## src/rtl/fetch_ctrl_if.sv

```systemverilog
// Instruction-memory request/grant/response bus between the fetch sequencer
// and the instruction memory.
//   imem_req    : fetch request (master -> slave)
//   imem_addr   : fetch address (master -> slave)
//   imem_gnt    : request accepted (slave -> master)
//   imem_rvalid : response valid (slave -> master)
//   imem_rdata  : fetched word (slave -> master)
//   imem_err    : access fault, qualified by imem_rvalid (slave -> master)
interface fetch_ctrl_if;
  localparam int unsigned XLEN = 32;

  logic            imem_req;
  logic [XLEN-1:0] imem_addr;
  logic            imem_gnt;
  logic            imem_rvalid;
  logic [XLEN-1:0] imem_rdata;
  logic            imem_err;

  modport master (
    output imem_req,
    output imem_addr,
    input  imem_gnt,
    input  imem_rvalid,
    input  imem_rdata,
    input  imem_err
  );

  modport slave (
    input  imem_req,
    input  imem_addr,
    output imem_gnt,
    output imem_rvalid,
    output imem_rdata,
    output imem_err
  );
endinterface

```

## src/rtl/fetch_ctrl.sv

```systemverilog
// Fetch sequencer for the multicycle RISC-V core. Runs the instruction-memory
// handshake, holds the fetched word for decode/execute, and computes the next
// PC (sequential, redirect, trap vector, mret) at commit. Misaligned redirect
// targets and fetch access faults are redirected to mtvec with a fault pulse.
// Ports:
//   clk, rst_n       : clock, async active-low reset
//   bus              : instruction-memory bus (master side)
//   pc               : current program counter
//   pc_ld, pc_data   : next-PC load strobe and value (combinational)
//   instr_valid      : instr holds a word awaiting commit
//   instr            : registered instruction word
//   commit           : current instruction finished (sampled in HOLD only)
//   redirect, redirect_addr : taken branch/jump and its target
//   trap, mret       : trap entry / return, qualified by commit
//   mtvec, mepc      : trap vector base and trap return address
//   fault, fault_cause, fault_addr : fetch-side exception report (combinational)
module fetch_ctrl #(
  parameter bit ALIGN_CHECK = 1'b1
) (
  input  logic         clk,
  input  logic         rst_n,
  fetch_ctrl_if.master bus,
  input  logic [31:0]  pc,
  output logic         pc_ld,
  output logic [31:0]  pc_data,
  output logic         instr_valid,
  output logic [31:0]  instr,
  input  logic         commit,
  input  logic         redirect,
  input  logic [31:0]  redirect_addr,
  input  logic         trap,
  input  logic         mret,
  input  logic [31:0]  mtvec,
  input  logic [31:0]  mepc,
  output logic         fault,
  output logic [1:0]   fault_cause,
  output logic [31:0]  fault_addr
);

  localparam int unsigned XLEN = 32;
  localparam logic [XLEN-1:0] NOP_INSTR   = 32'h0000_0013;
  localparam logic [XLEN-1:0] WORD_MASK   = 32'hFFFF_FFFC;
  localparam logic [1:0]      CAUSE_MISAL = 2'd0;
  localparam logic [1:0]      CAUSE_ACCESS = 2'd1;

  typedef enum logic [1:0] {
    ST_REQ  = 2'd0,
    ST_WAIT = 2'd1,
    ST_HOLD = 2'd2
  } state_e;

  state_e          state;
  state_e          next_state;
  logic            req_q;
  logic [XLEN-1:0] mtvec_base;
  logic [XLEN-1:0] mepc_word;
  logic            redirect_misal;
  logic            rsp_ok;

  assign mtvec_base     = mtvec & WORD_MASK;
  assign mepc_word      = mepc & WORD_MASK;
  assign redirect_misal = ALIGN_CHECK && (redirect_addr[1:0] != 2'b00);
  assign rsp_ok         = bus.imem_rvalid && !bus.imem_err;

  assign bus.imem_req  = req_q;
  assign bus.imem_addr = pc;

  // State register.
  always_ff @(posedge clk or negedge rst_n) begin
    if (!rst_n) begin
      state <= ST_REQ;
    end else begin
      state <= next_state;
    end
  end

  // Next-state logic. The grant only counts once the request is actually
  // driven, which keeps the first post-reset cycle from advancing.
  always_comb begin
    next_state = state;
    unique case (state)
      ST_REQ: begin
        if (req_q && bus.imem_gnt) next_state = ST_WAIT;
      end
      ST_WAIT: begin
        if (bus.imem_rvalid) next_state = bus.imem_err ? ST_REQ : ST_HOLD;
      end
      ST_HOLD: begin
        if (commit) next_state = ST_REQ;
      end
      default: next_state = ST_REQ;
    endcase
  end

  // Next-PC selection and fault reporting.
  always_comb begin
    pc_ld       = 1'b0;
    pc_data     = '0;
    fault       = 1'b0;
    fault_cause = '0;
    fault_addr  = '0;
    unique case (state)
      ST_WAIT: begin
        if (bus.imem_rvalid && bus.imem_err) begin
          pc_ld       = 1'b1;
          pc_data     = mtvec_base;
          fault       = 1'b1;
          fault_cause = CAUSE_ACCESS;
          fault_addr  = pc;
        end
      end
      ST_HOLD: begin
        if (commit) begin
          pc_ld = 1'b1;
          if (trap) begin
            pc_data = mtvec_base;
          end else if (mret) begin
            pc_data = mepc_word;
          end else if (redirect) begin
            if (redirect_misal) begin
              pc_data     = mtvec_base;
              fault       = 1'b1;
              fault_cause = CAUSE_MISAL;
              fault_addr  = redirect_addr;
            end else begin
              pc_data = redirect_addr;
            end
          end else begin
            pc_data = pc + XLEN'(4);
          end
        end
      end
      default: begin
      end
    endcase
  end

  // Request and valid flags track the next state; request stays low in reset.
  always_ff @(posedge clk or negedge rst_n) begin
    if (!rst_n) begin
      req_q       <= 1'b0;
      instr_valid <= 1'b0;
    end else begin
      req_q       <= (next_state == ST_REQ);
      instr_valid <= (next_state == ST_HOLD);
    end
  end

  // Instruction capture on a clean response.
  always_ff @(posedge clk or negedge rst_n) begin
    if (!rst_n) begin
      instr <= NOP_INSTR;
    end else if (state == ST_WAIT && rsp_ok) begin
      instr <= bus.imem_rdata;
    end
  end

endmodule

```

## src/flat_wrapper.sv

```systemverilog
// flat-port wrapper written by rule: the top's interface ports become plain ports
module fetch_ctrl_flat 
#(
  parameter bit ALIGN_CHECK = 1'b1
)
  (clk, rst_n, pc, pc_ld, pc_data, instr_valid, instr, commit, redirect, redirect_addr, trap, mret, mtvec, mepc, fault, fault_cause, fault_addr, bus_imem_req, bus_imem_addr, bus_imem_gnt, bus_imem_rvalid, bus_imem_rdata, bus_imem_err);
  fetch_ctrl_if bus_i ();
  input  logic clk;
  input  logic rst_n;
  input  logic [31:0] pc;
  output logic pc_ld;
  output logic [31:0] pc_data;
  output logic instr_valid;
  output logic [31:0] instr;
  input  logic commit;
  input  logic redirect;
  input  logic [31:0] redirect_addr;
  input  logic trap;
  input  logic mret;
  input  logic [31:0] mtvec;
  input  logic [31:0] mepc;
  output logic fault;
  output logic [1:0] fault_cause;
  output logic [31:0] fault_addr;
  output wire logic [$bits(bus_i.imem_req)-1:0] bus_imem_req;
  output wire logic [$bits(bus_i.imem_addr)-1:0] bus_imem_addr;
  input wire logic [$bits(bus_i.imem_gnt)-1:0] bus_imem_gnt;
  input wire logic [$bits(bus_i.imem_rvalid)-1:0] bus_imem_rvalid;
  input wire logic [$bits(bus_i.imem_rdata)-1:0] bus_imem_rdata;
  input wire logic [$bits(bus_i.imem_err)-1:0] bus_imem_err;
  assign bus_imem_req = bus_i.imem_req;
  assign bus_imem_addr = bus_i.imem_addr;
  assign bus_i.imem_gnt = bus_imem_gnt;
  assign bus_i.imem_rvalid = bus_imem_rvalid;
  assign bus_i.imem_rdata = bus_imem_rdata;
  assign bus_i.imem_err = bus_imem_err;
  fetch_ctrl #(.ALIGN_CHECK(ALIGN_CHECK)) u_core (.clk(clk), .rst_n(rst_n), .bus(bus_i), .pc(pc), .pc_ld(pc_ld), .pc_data(pc_data), .instr_valid(instr_valid), .instr(instr), .commit(commit), .redirect(redirect), .redirect_addr(redirect_addr), .trap(trap), .mret(mret), .mtvec(mtvec), .mepc(mepc), .fault(fault), .fault_cause(fault_cause), .fault_addr(fault_addr));
endmodule
```

## config.mk

```make
export PLATFORM = sky130hd
export DESIGN_NAME = fetch_ctrl_flat
export DESIGN_NICKNAME = d
export VERILOG_FILES = /design/src/rtl/fetch_ctrl_if.sv /design/src/rtl/fetch_ctrl.sv /design/src/flat_wrapper.sv
export SDC_FILE = /design/constraint.sdc
export NUM_CORES = 1
export LEC_CHECK = 0
export CAP_MARGIN = 20
export CELL_PAD_IN_SITES_DETAIL_PLACEMENT = 2
export CELL_PAD_IN_SITES_GLOBAL_PLACEMENT = 2
export CORE_UTILIZATION = 17
export DETAILED_ROUTE_END_ITERATION = 7
export GPL_ROUTABILITY_DRIVEN = 0
export PLACE_DENSITY_LB_ADDON = 0.1
export SYNTH_ARGS = -nofsm -noshare
export SYNTH_HDL_FRONTEND = slang
export SYNTH_SLANG_ARGS = --single-unit
```

## constraint.sdc

```tcl
create_clock -name clk -period 3.5 [get_ports clk]
set_clock_uncertainty 0.1 [all_clocks]
set_input_delay 0.875 -clock clk [delete_from_list [all_inputs] [get_ports clk]]
set_output_delay 0.875 -clock clk [all_outputs]
set_load 0.01 [all_outputs]
```

**After elaboration in Yosys (flattened, before gate mapping)**

Index checks and enable logic that the tools add are counted.

- Bits in registers: 36
- Bits in latches: 0
- Bits in writable memories: 0
- ROM bits: 0
- Bits of input ports: 169
- Output and inout port bits: 134
- Word-level logic and storage cells: 46
- Memories kept: 0

- $add $sub $neg: 1
- Multiply operators: 0
- Div/mod/pow operators: 0
- Order comparisons: 0
- Equal/unequal tests: 3
- Shift-type cells: 0
- Mux-type cells: 30
- Bitwise logic cells: 0
- Reductions and logical operators: 8

Operators by type and width:

| operator | count |
|---|---|
| 32-bit 2-to-1 mux | 12 |
| 32-bit case mux with 2 select lines | 2 |
| 32-bit by 3-bit adder with 32-bit output (second input constant) | 1 |
| 2-bit 2-to-1 mux | 5 |
| 1-bit 2-to-1 mux | 8 |
| 2-bit case mux with 3 select lines | 1 |
| 2-bit equality test (second input constant) | 2 |
| 1-bit logical AND | 4 |
| 2-bit logical NOT | 2 |
| 1-bit case mux with 2 select lines | 2 |
| 2-bit by 1-bit equality test with 1-bit output (second input constant) | 1 |
| 2-bit nonzero test | 1 |
| 1-bit logical NOT | 1 |

**Longest topological paths before layout**

Gate-level depths: netlist of the first run.

- Word-level depth: 7
- Gate-level depth with buffers: 9
- Mapped depth without buffers: 9

**Worst setup path after synthesis of the first run**

No wires, ideal clock.

- Kind: input to output
- Start: in pc[2]
- End: out pc_data[18]
- Arrival: 2197 ps
- Data required time: 2525 ps
- Slack: 328 ps
- Stages: 7
- Buffers on the path: 0
- Cell sequence: ha_1 -> and4_2 -> nand3_4 -> nor3_1 -> xor2_1 -> a221oi_1 -> nor3b_1

- Word-level cells in the longest chain between the ends: 6

RTL lines:

| what | RTL line | text |
|---|---|---|
| start, declared | flat_wrapper.sv:10 | `input logic [31:0] pc;` |
| 32-bit by 3-bit adder with 32-bit output | fetch_ctrl.sv:129 | `pc_data = pc + XLEN'(4);` |
| 32-bit 2-to-1 mux | fetch_ctrl.sv:119 | `end else if (redirect) begin` |
| 32-bit 2-to-1 mux | fetch_ctrl.sv:117 | `end else if (mret) begin` |
| 32-bit 2-to-1 mux | fetch_ctrl.sv:115 | `if (trap) begin` |
| 32-bit 2-to-1 mux | fetch_ctrl.sv:113 | `if (commit) begin` |
| 32-bit case mux with 2 select lines | fetch_ctrl.sv:102 | `unique case (state)` |
| end, declared | flat_wrapper.sv:12 | `output logic [31:0] pc_data;` |

No other way between the ends.

**Worst setup path after layout of the first run**

- Start: in pc[17]
- End: out pc_data[25]

Same word-level chain as after synthesis.

==> results_dict.tcl, run 1 <==
set metrics [dict create \
    synth_xor_area_share_pct 5.78 \
    synth.area.mux_share_pct 10.5 \
    power_density_mw_per_mm2 402 \
    drt_pre_antenna_iters 6 \
    crit_path_end_kind "output port" \
    cp.required_ns 2.52 \
    clock_latency_ns 0.28 \
    max_freq_ghz 0.291 \
    ant_nets 0 \
    wl_per_cell_um 21.1 \
    grt_usage_pct 20.1 \
    drtIter0Drc 145 \
    nets 1044 \
    syn_area_per_cell_um2 7.82 \
    clk_pin_slew_ns 0.06 \
    synthAdderAreaFrac_pct 1.59 \
    utilization_pct 36.2 \
    syn2layout_area_growth_pct 108 \
    fin_cells 1157 \
    num-fill-cells 2536 \
    ys_ff_latch 36 \
    rows 55 \
    synthSimpleGateAreaFrac_pct 24.8 \
    ys_seq_area_share_pct 23.0 \
    place_hpwl_mm 19.3 \
    antenna_found_initial 2 \
    p_leak_nw 3.53 \
    cts_sinks 36 \
    grt_pass1_vias 6109 \
    clockBufferDepth 2 \
    pin_count 303 \
    die_w_um 154 \
    htree_levels 2 \
    synth_cells 504 \
    grt_max_degree 37 \
    ir_drop_v 0.000379 \
    synth-compound-area-share_pct 23.8 \
    critPathMaxFanout 3 \
    hold_viol 0 \
    status "complete, no violations" \
    crit_path_start_kind "input port" \
    hold_class "reg2reg" \
    vias 5420 \
    layout-drive-gt1-share_pct 30.7 \
    cts_tree "yes" \
    holdBufCountCts 0 \
    dieArea_mm2 0.0238 \
    setup_tns_ns 0 \
    synthesis.area_mm2 0.00394 \
    path_class "in2out" \
    io_buffers 297 \
    grt_pass1_wl_mm 36.9 \
    drc 0 \
    synth_top_family_by_area "simple AND/OR/NAND/NOR gates" \
    via_per_inst 4.68 \
    dp_cells 1118 \
    synthFlopType "dfrtp_1" \
    numCtsBuffers 5 \
    ys_async_sr_fraction_pct 100 \
    synth.distinct_cells 58 \
    rsz0062_at_grt "yes" \
    synth_nets 678 \
    max_cap_violations 0 \
    ctsRootBufferMaster "clkbuf_16" \
    grt_overflow 0 \
    reg2reg_depth 5 \
    setup_viol 0 \
    coreArea_mm2 0.0227 \
    yosys_warnings 0 \
    hold_depth 1 \
    min_period_over_period_pct 98.1 \
    start_util_pct 17.4 \
    relSlewSlack_pct 46.2 \
    period_needed_ns 3.43 \
    maxSlewViolCount 0 \
    routed_wirelength_mm 24.4 \
    synth_edf_count 0 \
    die_y_um 154 \
    worstPathArrival_ns 2.46 \
    worst_pin_slew_ns 0.807 \
]
==> final timing paths <==
kind	start	to	slack, ns
max	pc[17]	pc_data[25]	0.07
min	u_core.instr[18]	u_core.instr[18]	0.41
max reg2reg	u_core.state[0]	u_core.instr[29]	1.70
min reg2reg	u_core.instr[18]	u_core.instr[18]	0.41
max in group asynchronous	rst_n	u_core.state[1]	2.20
min in group asynchronous	rst_n	u_core.instr[23]	0.58
==> where the power goes <==
part           internal (mW)  switching [mW]  total, mW
Clock                  0.284           0.173      0.458
Combinational           1.17           0.921       2.09
Sequential             0.639           0.114      0.753
==> sequential cells by signal (all words and copies together) (netlist names) <==
| register | count |
|---|---|
| u_core.instr_valid | 1 |
| u_core.state | 2 |
| u_core.instr | 32 |
| u_core.bus.imem_req | 1 |
==> synthesized netlist by cell type, drive strengths merged, types with 3 or more instances <==
cell type | instances | area (um^2)
a21oi | 31 | 155
a221o | 4 | 40.0
a221oi | 6 | 52.6
a22oi | 34 | 255
a2bb2oi | 3 | 26.3
a311oi | 3 | 26.3
a31oi | 5 | 31.3
a32oi | 11 | 96.3
and3 | 6 | 37.5
and4 | 3 | 30.0
buf | 40 | 282
clkbuf | 26 | 97.6
dfrtp | 33 | 826
dfstp | 3 | 78.8
ha | 5 | 62.6
inv | 10 | 37.5
mux2 | 34 | 383
mux2i | 3 | 30.0
nand2 | 69 | 262
nand3 | 19 | 113
nand4 | 5 | 46.3
nor2 | 24 | 100
nor2b | 38 | 238
nor3 | 3 | 15.0
nor3b | 4 | 40.0
nor4 | 4 | 43.8
o21ai | 30 | 150
o221ai | 6 | 52.6
xnor2 | 10 | 87.6
xor2 | 16 | 140
==> cell families after synthesis <==
logic type,after synthesis
compound gates,140
xor+xnor,26
fa+ha+maj,5
buf+inv,76
flops,36
mux,37
other cells,1
simple gates,183
==> through the flow <==
stage / area, um^2 / worst slack (ns) / hold WS, ns / power [mW]
after floorplan: 3940 / 0.328 / 0.450 / 1.61
after global placement: 7710 / -0.831 / 0.387 / 2.77
after detailed placement: 7710 / -0.872 / 0.398 / 2.83
after CTS: 8120 / 0.000000666 / 0.411 / 3.32
after global routing: 8220 / -0.0344 / 0.424 / 3.51
final: 8220 / 0.0674 / 0.407 / 3.30
==> worst max-delay path, stage by stage <==
cell and delay (ns):
dlygate4sd2_1 0.25, nand3_2 0.11, or3_4 0.37, nor3_4 0.20, xor2_1 0.10, o31ai_2 0.23
nand2_1 0.09, clkdlybuf4s15_2 0.23
==> final cells by class <==
class	instances	area [um^2]	area share, %
timing repair buffer	425	3890	47.3
antenna	1	2.50	0.0305
clock inverter	2	13.8	0.168
multi-input combinational	392	2870	35.0
clock buffer	6	139	1.69
inverter	10	37.5	0.457
sequential	36	905	11.0
tap	285	357	4.34
==> what timing repair did <==
item | CTS | global route
setup endpoints to repair | 66 | 58
resized for setup | 237 | 50
setup buffers | 22 | 7
gates cloned | 1 | 0
pin swaps | 31 | 16
==> layout by cell type, fill, tap and decap left out, drive strengths merged, types with 4 or more instances in the layout <==
cell type      synthesis  final
a21oi                 31     31
a221o                  4      4
a221oi                 6      6
a22oi                 34     34
a31oi                  5      5
a32oi                 11     11
and3                   6      6
buf                   40    151
clkbuf                26     22
clkdlybuf4s15          0     15
clkdlybuf4s50          0    201
dfrtp                 33     33
dlygate4sd2            0     39
ha                     5      5
inv                   10     11
mux2                  34     34
nand2                 69     69
nand3                 19     19
nand4                  5      5
nor2                  24     24
nor2b                 38     38
nor3b                  4      4
nor4                   4      4
o21ai                 30     30
o221ai                 6      6
xnor2                 10     10
xor2                  16     16
==> metal layers <==
metal / vias up / share of wire [%] / GRT usage, %
li1: 2519 / - / -
met1: 2683 / 43 / 24.7
met2: 198 / 50 / 36.6
met3: 20 / 5.8 / 3.84
met4: 0 / 1.3 / 2.92
met5: - / 0 / 0
No activity file was read; power rests on OpenSTA's default activity.
==> run 2: changes to the inputs <==
Settings changed: CTS_BUF_LIST set to sky130_fd_sc_hd__clkbuf_4, SLEW_MARGIN set to 20.
==> run 2 against run 1 <==
The flow now finishes with violations (setup timing). Global-route usage is 0.15 points lower. Cell count is 0.17% higher. Non-clock buffer count up 3.
==> results_dict.tcl, run 2 (synthesized netlist as in run 1, its figures left out) <==
set metrics [dict create \
    layout_common_cells "clkdlybuf4s50_1 (201), buf_4 (112), nand2_1 (65)" \
    rows 55 \
    cp.required_ns 2.52 \
    crit_path_start_kind "input port" \
    hold_viol 0 \
    mostFrequentLayoutCell "clkdlybuf4s50_1" \
    grt_usage_pct 19.9 \
    diodes 0 \
    min_period_over_period_pct 102 \
    cts_sinks 36 \
    top_regs "u_core.instr: 32 flops, u_core.state: 2 flops" \
    ir_drop_v 0.000283 \
    drt_pre_antenna_iters 4 \
    die_w_um 154 \
    critPathMaxFanout 6 \
    hold_class "reg2reg" \
    min_from "u_core.instr[27]" \
    clock_latency_ns 0.34 \
    pin_count 303 \
    setup_tns_ns -0.0726 \
    coreArea_mm2 0.0227 \
    io_buffers 297 \
    nets 1047 \
    ant_nets 0 \
    crit_top_cell "buf_6" \
    max_stage_delay_ns 0.30 \
    crit_path_end_kind "output port" \
    regMostFlops "u_core.instr" \
    violations "setup timing" \
    holdBufCountCts 0 \
    period_needed_ns 3.57 \
    worst_pin_slew_ns 0.807 \
    max_freq_ghz 0.280 \
    relSlewSlack_pct 46.2 \
    path_class "in2out" \
    dieArea_mm2 0.0238 \
    p_leak_nw 3.50 \
    path_cells "buf_6, and4_4, nand4_4, buf_6, nor4_4, xor2_1, a221oi_2, nor3b_1, buf_2" \
    dp_cells 1118 \
    drtIter0Drc 164 \
    grt_pass1_wl_mm 36.6 \
    htree_levels 2 \
    worstPathArrival_ns 2.60 \
    power_density_mw_per_mm2 376 \
    startpoint "pc[10]" \
    grt_pass1_vias 6096 \
    num-fill-cells 2552 \
    worstReg2RegStart "u_core.state[0]" \
    worst_slack_ns -0.0722 \
    fin_cells 1159 \
    drc 0 \
    max_cap_violations 0 \
    numCtsBuffers 5 \
    clk_pin_slew_ns 0.11 \
    wl_per_cell_um 21.0 \
    die_y_um 154 \
    setup_viol 2 \
    vias 5439 \
    ctsRootBufferMaster "clkbuf_4" \
    grt_max_degree 37 \
    power_mw 3.07 \
    critPathTopFamily "simple AND/OR/NAND/NOR gates" \
    cts_tree "yes" \
    status "finished with violations" \
    slowest_stage "nor4_4" \
    fin_hold_ws_ns 0.421 \
    place_hpwl_mm 19.3 \
    via_per_inst 4.69 \
    syn2layout_area_growth_pct 107 \
    largest_register_ffs 32 \
    layout-drive-gt1-share_pct 31.4 \
    critPathBufInv 3 \
    routed_wirelength_mm 24.4 \
    maxSlewViolCount 0 \
    antenna_found_initial 1 \
    rsz0062_at_grt "yes" \
    clockBufferDepth 2 \
    grt_overflow 0 \
    start_util_pct 17.4 \
]
[run 2: changes by cell type in the layout (fill, tap and decap cells not counted), sizes merged]
cell	delta
buf	+4
clkdlybuf4s15	-2
dlygate4sd2	+2
bufbuf	-1
clkbuf	-1
clkinv	+1
diode	-1
[run 2: cell type report]
cell class	count	area [um^2]	share of cell area, %
clock buffer	5	37.5	0.460
clock inverter	3	17.5	0.215
inverter	10	37.5	0.460
multi-input combinational	392	2890	35.4
sequential	36	905	11.1
tap	285	357	4.37
timing repair buffer	428	3920	48.0
[run 2: timing repair]
action,in CTS,in global routing
setup buffers,20,12
endpoints found under the setup margin,66,36
pin swaps,31,21
gates resized for setup,238,56
cloned,1,0
[run 2: stage by stage]
step / utilization (%) / worst slack (ns) / cell area (um^2)
2_1_floorplan: - / 0.328 / 3940
3_3_place_gp: 34.0 / -0.831 / 7710
3_5_place_dp: 34.0 / -0.872 / 7710
4_1_cts: 35.3 / 0.000000666 / 8020
5_1_grt: 35.9 / -0.151 / 8160
6_report: 35.9 / -0.0722 / 8160
[run 2: metal layers]
layer	part of all wire, %	wire (um)	GRT usage [%]	vias to the layer above
li1	-	-	-	2523
met1	43	10600	24.4	2705
met2	50	12200	36.5	196
met3	5.8	1410	3.98	15
met4	0.91	221	2.83	0
met5	0	0	0	-
[run 2: power by group]
group | internal, mW | switching, mW
clock | 0.0776 | 0.151
sequential | 0.636 | 0.111
combinational | 1.17 | 0.923
total | 1.88 | 1.19
[run 2: worst paths after layout]
| kind | endpoint | slack, ns | cells after the start |
|---|---|---|---|
| max in group asynchronous | u_core.instr[11] | 2.27 | 1 |
| worst max register to register | u_core.instr[17] | 1.68 | 5 |
| worst max-delay path | pc_data[21] | -0.07 | 9 |
| worst min register to register | u_core.instr[27] | 0.42 | 1 |
| worst min-delay path | u_core.instr[27] | 0.42 | 1 |
| min in group asynchronous | u_core.instr[7] | 0.51 | 1 |
==> run 3: changes to the inputs <==
Settings changed: CAP_MARGIN 20 to 15, CORE_UTILIZATION 17 to 15.
Clock period 3.5 ns to 2.9 ns, I/O delays scaled along.
==> run 3 against run 2 <==
The run still ends with setup timing left. First-iteration DRC count fell by 12%. Clock power up 21%. Critical path type unchanged. Sequential share of layout area decreased by 1.1 points. Largest power group unchanged. Cell count grew 7.9%.
==> results_dict.tcl, run 3 (synthesized netlist as in run 1, its figures left out) <==
set metrics [dict create \
    path_class "in2out" \
    dp_cells 1178 \
    p_comb_share_pct 70.6 \
    maxSlewViolCount 0 \
    drtIter0Drc 144 \
    syn2layout_area_growth_pct 129 \
    critPathMaxFanout 3 \
    setup_tns_ns -3.02 \
    start_util_pct 15.5 \
    die_y_um 164 \
    utilization_pct 35.5 \
    clock_latency_ns 0.32 \
    hold_class "reg2reg" \
    layout-drive-gt1-share_pct 45.8 \
    switchingPower_mw 1.55 \
    numCtsBuffers 5 \
    drc 0 \
    regMostFlops "u_core.instr" \
    grt_pass1_vias 6315 \
    dieArea_mm2 0.0269 \
    layout_common_cells "clkdlybuf4s50_1 (199), buf_4 (122), buf_2 (62)" \
    cp.required_ns 2.08 \
    internal_power_mw 2.49 \
    pin_count 303 \
    coreArea_mm2 0.0255 \
    p_leak_nw 3.83 \
    grt_max_degree 37 \
    hold_viol 0 \
    max_stage_delay_ns 0.30 \
    grt_overflow 0 \
    drt_pre_antenna_iters 4 \
    multi_input_area_mm2 0.00330 \
    num-fill-cells 2765 \
    crit_top_cell "buf_6" \
    ant_nets 0 \
    largest_register_ffs 32 \
    cts_tree "yes" \
    pwr-share-seq_pct 22.5 \
    antenna_found_initial 0 \
    clockBufferDepth 2 \
    status "finished with violations" \
    worst_slack_ns -0.325 \
    fin_hold_ws_ns 0.418 \
    regArea_um2 905 \
    ir_drop_v 0.000386 \
    via_per_inst 4.52 \
    grt_usage_pct 19.0 \
    max_cap_violations 0 \
    power_mw 4.04 \
    min_period_over_period_pct 111 \
    crit_path_start_kind "input port" \
    switching_share_pct 38.5 \
    clockPowerShare_pct 6.9 \
    slowest_stage "a221oi_2" \
    rows 58 \
    htree_levels 2 \
    io_buffers 297 \
    place_ws_ns -1.21 \
    fin_area_mm2 0.00904 \
    crit_path_end_kind "output port" \
    mostFrequentLayoutCell "clkdlybuf4s50_1" \
    nets 1092 \
    worstPathArrival_ns 2.40 \
    routed_wirelength_mm 26.6 \
    grt_pass1_wl_mm 38.8 \
    period_needed_ns 3.23 \
    top_regs "u_core.instr: 32 flops, u_core.state: 2 flops" \
    holdBufCountCts 0 \
    ctsRootBufferMaster "clkbuf_4" \
    vias 5658 \
    rsz0062_at_grt "yes" \
    post_dp_cell_area_mm2 0.00785 \
    fin_cells 1251 \
    violations "setup timing" \
    path_cells "buf_6, and4_4, nand4_4, buf_12, nor2_4, buf_4, buf_6, xnor2_2, a221oi_2, o21ai_1, buf_2" \
    power_density_mw_per_mm2 447 \
    clk_pin_slew_ns 0.10 \
    place_hpwl_mm 20.5 \
    die_w_um 164 \
    wl_per_cell_um 21.2 \
    cts_sinks 36 \
    setup_viol 21 \
    max_freq_ghz 0.310 \
]
run 3: cell count changes in the layout (fill, tap and decap cells not counted), sizes merged:
| cell | change |
|---|---|
| dlygate4sd2 | -33 |
| clkinv | -1 |
| clkbuf | -12 |
| dlymetal6s2s | -2 |
| diode | +2 |
| inv | -1 |
| clkdlybuf4s15 | -5 |
| clkdlybuf4s50 | -2 |
| buf | +101 |
run 3: worst paths after layout:
| check | start | end | slack (ns) | cells after the start |
|---|---|---|---|---|
| max reg2reg | u_core.state[0] | u_core.instr[2] | 0.96 | 6 |
| min | u_core.instr[28] | u_core.instr[28] | 0.42 | 1 |
| min in group asynchronous | rst_n | u_core.instr[22] | 0.70 | 2 |
| min reg2reg | u_core.instr[28] | u_core.instr[28] | 0.42 | 1 |
| max | pc[10] | pc_data[17] | -0.33 | 11 |
| max in group asynchronous | rst_n | u_core.instr[1] | 1.63 | 2 |
run 3: cell type report:
| cell class | instances | share of cell area (%) |
|---|---|---|
| timing repair buffer | 473 | 47.8 |
| multi-input combinational | 392 | 36.5 |
| sequential | 36 | 10.0 |
| tap | 330 | 4.57 |
| clock buffer | 7 | 0.581 |
| inverter | 10 | 0.443 |
| clock inverter | 1 | 0.0553 |
| antenna | 2 | 0.0553 |
run 3: layer usage:
| layer | track usage [%] | up-vias | routed length (um) |
|---|---|---|---|
| met3 | 4.19 | 19 | 1830 |
| met1 | 23.1 | 2817 | 10900 |
| met2 | 34.9 | 201 | 13600 |
| li1 | - | 2621 | - |
| met5 | 0 | - | 0 |
| met4 | 1.98 | 0 | 210 |
run 3: power groups by stage:
stage / logic, mW / registers (mW) / clock network, mW
global route: 3.04 / 0.939 / 0.315
detailed placement: 2.55 / 0.916 / 0
global placement: 2.51 / 0.892 / 0
CTS: 2.79 / 0.914 / 0.298
floorplan: 0.926 / 1.01 / 0
finish: 2.85 / 0.909 / 0.277
run 3: worst max-delay path: cells and delay by family:
family	cells	cell delay [ns]
AO/OA/AOI/OAI	2	0.42
XOR/XNOR	1	0.07
buffers and inverters	5	0.64
AND/OR/NAND/NOR	3	0.54
run 3: repair_timing:
action	4_1_cts	5_1_grt
cloned	4	1
gates resized for setup	499	94
pin swaps	62	61
setup buffers	50	25
endpoints found under the setup margin	67	66
